$ cat src/rtl/ir_frame_transmitter.sv
// Sends repeated SIRC-style 12-bit frames (LSB first) on the rover IR LED while transmit is held high.
// Define IR_CARRIER_EN to modulate marks with the carrier; otherwise ir_out is the raw mark envelope.
module ir_frame_transmitter #(
  parameter int CARRIER_PERIOD = 675,
  parameter int UNIT_CYCLES    = 16200,
  parameter int FRAME_CYCLES   = 1215000,
  parameter int START_UNITS    = 4
) (
  input  logic        clock,
  input  logic        reset,
  input  logic        transmit,
  input  logic [11:0] move_command,
  output logic        ir_out,
  output logic        busy,
  output logic        frame_done,
  output logic [7:0]  frames_sent
);

  // state | meaning
  // IDLE  | LED off, waiting for transmit
  // START | start mark, START_UNITS units long
  // GAP   | one-unit space ahead of each payload bit
  // MARK  | payload bit mark: 1 unit for a 0, 2 units for a 1
  // WAIT  | space until the frame period expires
  typedef enum logic [2:0] {IDLE, START, GAP, MARK, WAIT} state_t;

  localparam logic [15:0] START_LAST = 16'(START_UNITS * UNIT_CYCLES - 1);
  localparam logic [15:0] ONE_LAST   = 16'(UNIT_CYCLES - 1);
  localparam logic [15:0] TWO_LAST   = 16'(2 * UNIT_CYCLES - 1);
  localparam logic [20:0] FRAME_LAST = 21'(FRAME_CYCLES - 1);

  state_t      state;
  logic [15:0] unit_cnt;
  logic [20:0] frame_cnt;
  logic [3:0]  bit_idx;
  logic [11:0] shift_reg;
  logic        carrier_next;

`ifdef IR_CARRIER_EN
  localparam int PW = (CARRIER_PERIOD > 2) ? $clog2(CARRIER_PERIOD) : 1;
  localparam logic [PW-1:0] PHASE_LAST = PW'(CARRIER_PERIOD - 1);
  localparam logic [PW-1:0] PHASE_HALF = PW'(CARRIER_PERIOD / 2);

  logic [PW-1:0] phase;
  logic [PW-1:0] phase_inc;

  assign phase_inc    = (phase == PHASE_LAST) ? '0 : phase + PW'(1);
  assign carrier_next = (phase_inc < PHASE_HALF);

  // Every mark is preceded by a space, so holding the phase at 0 outside marks starts each mark high.
  always_ff @(posedge clock) begin
    if (reset || !(state == START || state == MARK)) phase <= '0;
    else                                             phase <= phase_inc;
  end
`else
  assign carrier_next = 1'b1;
`endif

  always_ff @(posedge clock) begin
    if (reset) begin
      state       <= IDLE;
      unit_cnt    <= '0;
      frame_cnt   <= '0;
      bit_idx     <= '0;
      shift_reg   <= '0;
      ir_out      <= 1'b0;
      busy        <= 1'b0;
      frame_done  <= 1'b0;
      frames_sent <= '0;
    end else begin
      frame_done <= 1'b0;
      if (state != IDLE) frame_cnt <= frame_cnt + 21'd1;
      case (state)
        IDLE: begin
          if (transmit) begin
            shift_reg   <= move_command;
            frames_sent <= '0;
            busy        <= 1'b1;
            frame_cnt   <= '0;
            unit_cnt    <= '0;
            ir_out      <= 1'b1;
            state       <= START;
          end
        end
        START: begin
          if (unit_cnt == START_LAST) begin
            unit_cnt <= '0;
            bit_idx  <= '0;
            ir_out   <= 1'b0;
            state    <= GAP;
          end else begin
            unit_cnt <= unit_cnt + 16'd1;
            ir_out   <= carrier_next;
          end
        end
        GAP: begin
          if (unit_cnt == ONE_LAST) begin
            unit_cnt <= '0;
            ir_out   <= 1'b1;
            state    <= MARK;
          end else begin
            unit_cnt <= unit_cnt + 16'd1;
          end
        end
        MARK: begin
          if (unit_cnt == (shift_reg[0] ? TWO_LAST : ONE_LAST)) begin
            unit_cnt  <= '0;
            ir_out    <= 1'b0;
            shift_reg <= shift_reg >> 1;
            if (bit_idx < 4'd11) begin
              bit_idx <= bit_idx + 4'd1;
              state   <= GAP;
            end else begin
              state <= WAIT;
            end
          end else begin
            unit_cnt <= unit_cnt + 16'd1;
            ir_out   <= carrier_next;
          end
        end
        WAIT: begin
          if (frame_cnt == FRAME_LAST) begin
            frame_done <= 1'b1;
            if (frames_sent != 8'hFF) frames_sent <= frames_sent + 8'd1;
            frame_cnt <= '0;
            unit_cnt  <= '0;
            if (transmit) begin
              shift_reg <= move_command;
              ir_out    <= 1'b1;
              state     <= START;
            end else begin
              busy  <= 1'b0;
              state <= IDLE;
            end
          end
        end
        default: state <= IDLE;
      endcase
    end
  end

endmodule

$ cat config.mk
export PLATFORM = sky130hd
export DESIGN_NAME = ir_frame_transmitter
export DESIGN_NICKNAME = d
export VERILOG_FILES = /design/src/rtl/ir_frame_transmitter.sv
export SDC_FILE = /design/constraint.sdc
export NUM_CORES = 1
export LEC_CHECK = 0
export ABC_AREA = 1
export BUFFER_PORTS_ARGS = -buffer_cell sky130_fd_sc_hd__buf_2
export CORE_MARGIN = 2
export CORE_UTILIZATION = 55
export CTS_CLUSTER_SIZE = 8
export DETAILED_ROUTE_END_ITERATION = 12
export PLACE_DENSITY = 0.76
export SYNTH_ARGS = -nofsm -noshare
export SYNTH_HDL_FRONTEND = slang
export SYNTH_SLANG_ARGS = --single-unit
$ cat constraint.sdc
create_clock -name clock -period 1.7 [get_ports clock]
set_input_delay 0.17 -clock clock [delete_from_list [all_inputs] [get_ports clock]]
set_output_delay 0.17 -clock clock [all_outputs]
set_load 0.03 [all_outputs]
==> results.txt, run 1 <==
----------------------------------------------------
[Run status]
  Violations in the final reports ... negative setup slack
  Result of the run ... complete, but fails checks

[Timing]
  Crit share post-route ... 102%
  Final setup vio count ... 11
  Min Clock Period, post-route ... 1.73 ns
  Highest attainable clock frequency ... 578 MHz
  Slew at the pin with the worst max-slew slack ... 0.536 ns
  Setup clock skew after layout ... 0.00903 ns
  Worst hold slack ... 0.112 ns
  Smallest setup slack after layout ... -0.0287 ns
  Number of pins with negative max-slew slack in the final report ... 0
  Max_slew headroom ... 64.2%
  Unrepaired setup endpoints after global routing ... true
  Hold violation count in the final report ... 0

[CTS]
  Inserted Clock Buffers ... 9
  CTS Buffer Depth ... 2
  Sink Count ... 67
  Clock tree from TritonCTS ... yes
  Clk_lat worst skew ... 0.35 ns
  CTS Root Buffer Type ... clkbuf_8
  Clock transition at the registers of the reported paths ... 0.08 ns
  CTS HTree Levels ... 3

[Synthesis]
  Synthesized cell area ... 4270 µm²
  Complex-gate fraction of the synthesized area ... 13.5%
  XOR/XNOR Fraction of Synth Area ... 3.48%
  Fraction of the mapped netlist area in simple logic gates ... 39.8%
  Adder and majority cell fraction of the synthesized area ... 1.17%
  Combinational family with the most area after synthesis ... simple AND/OR/NAND/NOR gates
  Commonest register cell after synthesis ... dfxtp_1
  Post-synthesis mux area share ... 0%
  FFs w/ async S/R, synth ... 0%
  Yosys warning total ... 0
  Average cell area after synthesis ... 6.31 µm²
  Register bit count reported by yosys ... 67
  Number of synthesized flops with an enable pin ... 0
  Unique masters post-synth ... 42
  Net count after synthesis ... 696
  Synth Instances ... 677
  Portion of the post-synthesis area used by sequential elements ... 31.4%

[Global route]
  First-pass GRT wire length ... 19900 µm
  Largest net degree at the start of global routing ... 25
  Combined global-route utilization of all metal layers ... 28.7%
  Number of global-route vias before repair ... 4439
  Number of antenna violations at the first check in global routing ... 0
  Overflow left after global routing ... 0

[Run]
  Max-Cap Viols ... 0

[Drt]
  Wirelength, routed ... 12700 µm
  Remaining antenna violation count after routing ... 0
  Pre-antenna DRT Iters ... 5
  Ratio of routed vias to standard cells ... 5.46
  Vias after detailed routing ... 4863
  DRC violation count after routing ... 0
  First-iteration detailed-routing DRC count ... 285
  Average wire length per cell after detail routing ... 14.3 µm

[Critical path]
  Data arrival, critical path ... 1.98 ns
  Category of the worst setup path launch point ... flip-flop
  Required time worst endpoint ... 1.95 ns
  Worst-path fanout max ... 7
  Endpoint type of the worst setup path ... flip-flop
  Critical path start-end classification ... flip-flop to flip-flop

[Power and ir drop]
  Maximum VDD drop ... 0.00107 V
  Post-route total power ... 7.48 mW
  Power density normalized to cell area ... 1320 nW/µm²
  Leakage dissipation ... 2.42 nW

[Placement]
  Placer Congestion ... 0.926
  Final HPWL DP ... 8280 µm
  Number of placed cells counting well taps ... 858
  Port Buffers ... 25

[Cells and area]
  Number of nets in the finished design ... 804
  Layout Cells excl Fill ... 891
  Number of flip-flops under the largest register name ... 21
  Utilization of the core after routing ... 74.4%
  Area growth, synth to finish ... 32.4%
  Fraction of final layout cells with drive strength greater than 1 ... 29.9%
  Number of antenna cells inserted ... 0

[Die]
  Initial Utilization ... 56.2%
  Horizontal extent of the die ... 92.2 µm
  Height of the chip ... 92.2 µm
  I/O pin count ... 26
  Placeable core region ... 7610 µm²
  Overall die area ... 8490 µm²
  Placement Rows ... 32

[Hold path]
  Worst hold-check path type ... primary input to flip-flop

----------------------------------------------------
==> power breakdown <==
| group | internal, mW | total (mW) | leakage, nW | switching [mW] |
|---|---|---|---|---|
| sequential | 1.83 | 2.02 | 0.551 | 0.189 |
| combinational | 1.69 | 4.15 | 1.78 | 2.46 |
| clock | 0.665 | 1.31 | 0.0881 | 0.647 |
==> placed cells by master (no fill, tap or decap), drive strengths merged, types with 2 or more instances in the layout <==
cell type,netlist,layout
a21oi,30,30
a31oi,4,4
and2,2,2
buf,13,113
clkbuf,6,10
clkinv,0,2
clkinvlp,0,2
dfxtp,67,67
ha,4,4
inv,89,89
nand2,185,185
nand3,52,55
nand4,20,20
nor2,111,111
nor3,7,7
nor4,2,2
o21ai,49,49
o21bai,5,5
o22ai,3,3
o31ai,3,3
xnor2,6,6
xor2,11,11
==> synth_stat cells (5+ instances only) <==
library cell | number | area share, %
nand2_1 | 176 | 15
nor2_1 | 103 | 9.0
inv_1 | 84 | 7.4
dfxtp_1 | 67 | 31
nand3_1 | 47 | 5.5
o21ai_0 | 42 | 4.9
a21oi_1 | 30 | 3.5
nand4_1 | 20 | 2.9
xor2_1 | 11 | 2.3
nand2_2 | 7 | 1.0
buf_2 | 6 | 0.70
clkbuf_1 | 6 | 0.53
nor2_2 | 6 | 0.88
nor3_1 | 6 | 0.70
o21ai_2 | 6 | 1.2
xnor2_1 | 6 | 1.2
buf_6 | 5 | 1.3
inv_2 | 5 | 0.44
==> critical path, cell delays in order (launching register included) <==
cell     delay (ns)
dfxtp_2        0.36
ha_4           0.16
nand2_4        0.06
inv_2          0.05
nand2_2        0.05
nor2_4         0.12
nand3_2        0.09
nand2_4        0.15
nand3_4        0.18
buf_6          0.18
nand2_2        0.05
inv_2          0.03
nor2_2         0.08
nor2_1         0.04
==> worst paths after layout <==
check | startpoint | to | slack [ns] | depth (start not counted)
worst min-delay path | move_command[11] | shift_reg[11] | 0.11 | 3
worst min register to register | shift_reg[5] | shift_reg[5] | 0.45 | 2
worst max register to register | frame_cnt[0] | unit_cnt[12] | -0.03 | 13
worst max-delay path | frame_cnt[0] | unit_cnt[12] | -0.03 | 13
==> final cells by class <==
type / instances / area (µm²)
sequential: 67 / 1360
multi-input combinational: 505 / 2790
tap: 102 / 128
timing repair buffer: 113 / 856
fill: 566 / 1950
clock inverter: 5 / 55.1
clock buffer: 10 / 128
inverter: 89 / 337
==> layer usage <==
layer | GRT usage (%) | wire length, µm | vias up
met3 | 5.42 | 710 | 44
met2 | 49.2 | 6300 | 181
li1 | - | - | 2398
met4 | 11.3 | 425 | 0
met1 | 35.3 | 5290 | 2240
met5 | 0 | 0 | -
==> repair_timing <==
action                                  CTS  global route
pin swaps                                17            24
cloned                                    2             1
resized for setup                        48            78
setup buffers                             8             7
endpoints found under the setup margin   45            65
hold buffers                              0             0
==> per-stage QoR <==
stage	setup TNS, ns	worst slack [ns]	instance area (µm²)
after floorplan	0	0.0149	4280
after global placement	-0.288	-0.0297	4960
after detailed placement	-2.44	-0.145	4960
after CTS	-0.303	-0.0230	5360
after global routing	-6.00	-0.184	5660
final	-0.126	-0.0287	5660
==> cell families after synthesis <==
family          count (synthesis)
fa+ha+maj                       4
buf+inv                       108
xor+xnor                       17
flops                          67
compound gates                 99
simple gates                  382
Note: power is estimated with default switching activity, not from simulation.
==> inputs of run 2 (changes only) <==
--- a/config.mk
+++ b/config.mk
@@ -8,10 +8,11 @@
 export ABC_AREA = 1
 export BUFFER_PORTS_ARGS = -buffer_cell sky130_fd_sc_hd__buf_2
 export CORE_MARGIN = 2
-export CORE_UTILIZATION = 55
+export CORE_UTILIZATION = 61
 export CTS_CLUSTER_SIZE = 8
 export DETAILED_ROUTE_END_ITERATION = 12
-export PLACE_DENSITY = 0.76
+export PLACE_DENSITY = 0.8
+export SETUP_SLACK_MARGIN = 0.02
 export SYNTH_ARGS = -nofsm -noshare
 export SYNTH_HDL_FRONTEND = slang
 export SYNTH_SLANG_ARGS = --single-unit
==> constraint.sdc (replaced) <==
create_clock -name clock -period 1.69 [get_ports clock]
set_input_delay 0.169 -clock clock [delete_from_list [all_inputs] [get_ports clock]]
set_output_delay 0.169 -clock clock [all_outputs]
set_load 0.03 [all_outputs]
==> results.txt, run 2 (same netlist as run 1, synthesis figures left out) <==
----------------------------------------------------
[CTS]
  Inserted Clock Buffers ... 9
  Clock tree from TritonCTS ... yes
  CTS Root Buffer Type ... clkbuf_8
  CTS Buffer Depth ... 2
  CTS HTree Levels ... 3
  Sink Count ... 67
  Clk_lat worst skew ... 0.37 ns
  Clock transition at the registers of the reported paths ... 0.09 ns

[Timing]
  Worst hold slack ... 0.0999 ns
  Final setup vio count ... 36
  Number of pins with negative max-slew slack in the final report ... 0
  Unrepaired setup endpoints after global routing ... true
  Max_slew headroom ... 64.8%
  Crit share post-route ... 107%
  Highest attainable clock frequency ... 554 MHz
  Slew at the pin with the worst max-slew slack ... 0.528 ns
  Min Clock Period, post-route ... 1.80 ns
  Smallest setup slack after layout ... -0.115 ns
  Hold violation count in the final report ... 0
  Setup clock skew after layout ... 0.0147 ns

[Cells and area]
  Layout Cells excl Fill ... 898
  Number of flip-flops under the largest register name ... 21
  Number of filler instances in the final layout ... 376
  Commonest non-fill, non-tap cells in the layout ... nand2_1, buf_4, nor2_1, inv_1, dfxtp_1
  Number of nets in the finished design ... 816
  Post-route design area ... 5850 µm²
  Fraction of final layout cells with drive strength greater than 1 ... 33.0%
  Multi-input logic area ... 2910 µm²
  Most common cell after layout, fill and taps aside ... nand2_1
  Number of antenna cells inserted ... 0
  Area taken by flip-flops and latches ... 1360 µm²
  Area growth, synth to finish ... 36.9%

[Placement]
  Placed inst area ... 4960 µm²
  Number of placed cells counting well taps ... 853
  Placer Congestion ... 0.915
  Worst slack at placement ... -0.100 ns
  Port Buffers ... 25
  Final HPWL DP ... 8230 µm

[Global route]
  Number of antenna violations at the first check in global routing ... 0
  Number of global-route vias before repair ... 4544
  Largest net degree at the start of global routing ... 25
  First-pass GRT wire length ... 19800 µm
  Overflow left after global routing ... 0
  Combined global-route utilization of all metal layers ... 32.1%

[Die]
  I/O pin count ... 26
  Placement Rows ... 30
  Overall die area ... 7690 µm²
  Placeable core region ... 6790 µm²
  Horizontal extent of the die ... 87.7 µm
  Initial Utilization ... 62.9%
  Height of the chip ... 87.7 µm

[Power and ir drop]
  Maximum VDD drop ... 0.000859 V
  Leakage dissipation ... 2.53 nW
  Power density normalized to cell area ... 1350 nW/µm²

[Critical path]
  Critical path, cell by cell ... ha_4, nand2_4, inv_2, nand2_2, nor2_4, nand3_2, nand2_4, buf_6, nand3_4, buf_6, o21ai_2, nand2_1, nor2_1
  Data arrival, critical path ... 2.11 ns
  Reg2Reg Setup Slack ... -0.11 ns
  Critical path start-end classification ... flip-flop to flip-flop
  Delay of the slowest cell on the worst path ... 0.38 ns
  Worst-path fanout max ... 7
  Required time worst endpoint ... 1.99 ns
  Critical path's slowest cell ... dfxtp_2
  Endpoint type of the worst setup path ... flip-flop
  Category of the worst setup path launch point ... flip-flop

[Drt]
  Met3 wirelength from detailed routing ... 1160 µm
  Top routing layer in use ... met4
  Pre-antenna DRT Iters ... 7
  Average wire length per cell after detail routing ... 16.1 µm
  Detailed-routing wirelength on met1 ... 5360 µm
  Remaining antenna violation count after routing ... 0
  Wirelength, routed ... 14500 µm
  DRC violation count after routing ... 0
  First-iteration detailed-routing DRC count ... 465
  Vias after detailed routing ... 5223
  Ratio of routed vias to standard cells ... 5.82
  Total met2 wirelength after detailed routing ... 7050 µm

[Run]
  Max-Cap Viols ... 0

[Run status]
  Violations in the final reports ... negative setup slack
  Result of the run ... complete, but fails checks

[Hold path]
  Worst hold-check path type ... primary input to flip-flop

----------------------------------------------------
[run 2: cell types whose count changed in the layout (fill, tap and decap cells not counted), sizes merged]
| cell | delta |
|---|---|
| nand3 | +1 |
| clkinv | +2 |
| buf | +11 |
| clkinvlp | -2 |
| clkbuf | +1 |
[run 2: area by class of cell]
cell class / count / area share [%]
tap: 96 / 2.05
clock inverter: 5 / 0.920
inverter: 89 / 5.71
timing repair buffer: 124 / 15.9
multi-input combinational: 506 / 49.7
clock buffer: 11 / 2.42
sequential: 67 / 23.3
[run 2: what timing repair did]
| action | CTS | global route |
|---|---|---|
| gates resized for setup | 37 | 108 |
| setup endpoints to repair | 50 | 65 |
| hold buffers | 0 | 0 |
| gates cloned | 2 | 2 |
| setup buffers | 9 | 16 |
| pin swaps | 15 | 45 |
[run 2: path summary, 6_finish.rpt]
path	endpoint	cells after the start	start
setup / recovery	unit_cnt[9]	13	frame_cnt[0]
hold / removal	frame_cnt[7]	2	transmit
setup reg to reg	unit_cnt[9]	13	frame_cnt[0]
hold reg to reg	shift_reg[4]	2	shift_reg[4]
[run 2: critical path: cells and delay by family, from the launching register on]
family	cells	cell delay, ns
buffers and inverters	3	0.35
DFF	1	0.38
and+or+nand+nor	8	0.75
AOI/OAI and AO/OA	1	0.10
adders and majority gates	1	0.16
[run 2: stage by stage]
stage / power (mW) / utilization (%) / TNS, ns
after floorplan: 4.14 / - / 0
after global placement: 4.98 / 73.1 / -0.507
after detailed placement: 5.09 / 73.1 / -1.59
after CTS: 7.00 / 79.1 / -0.0155
after global routing: 8.22 / 86.1 / -5.02
final: 7.89 / 86.1 / -1.42
[run 2: power by group]
group / internal, mW / switching (mW) / leakage, nW
clock: 0.719 / 0.706 / 0.103
sequential: 1.85 / 0.187 / 0.551
combinational: 1.78 / 2.66 / 1.87
[run 2: layer usage]
metal,global-route usage (%),vias up
met1,39.3,2376
met5,0,-
met2,55.2,316
met4,15.7,0
li1,-,2429
met3,4.71,102
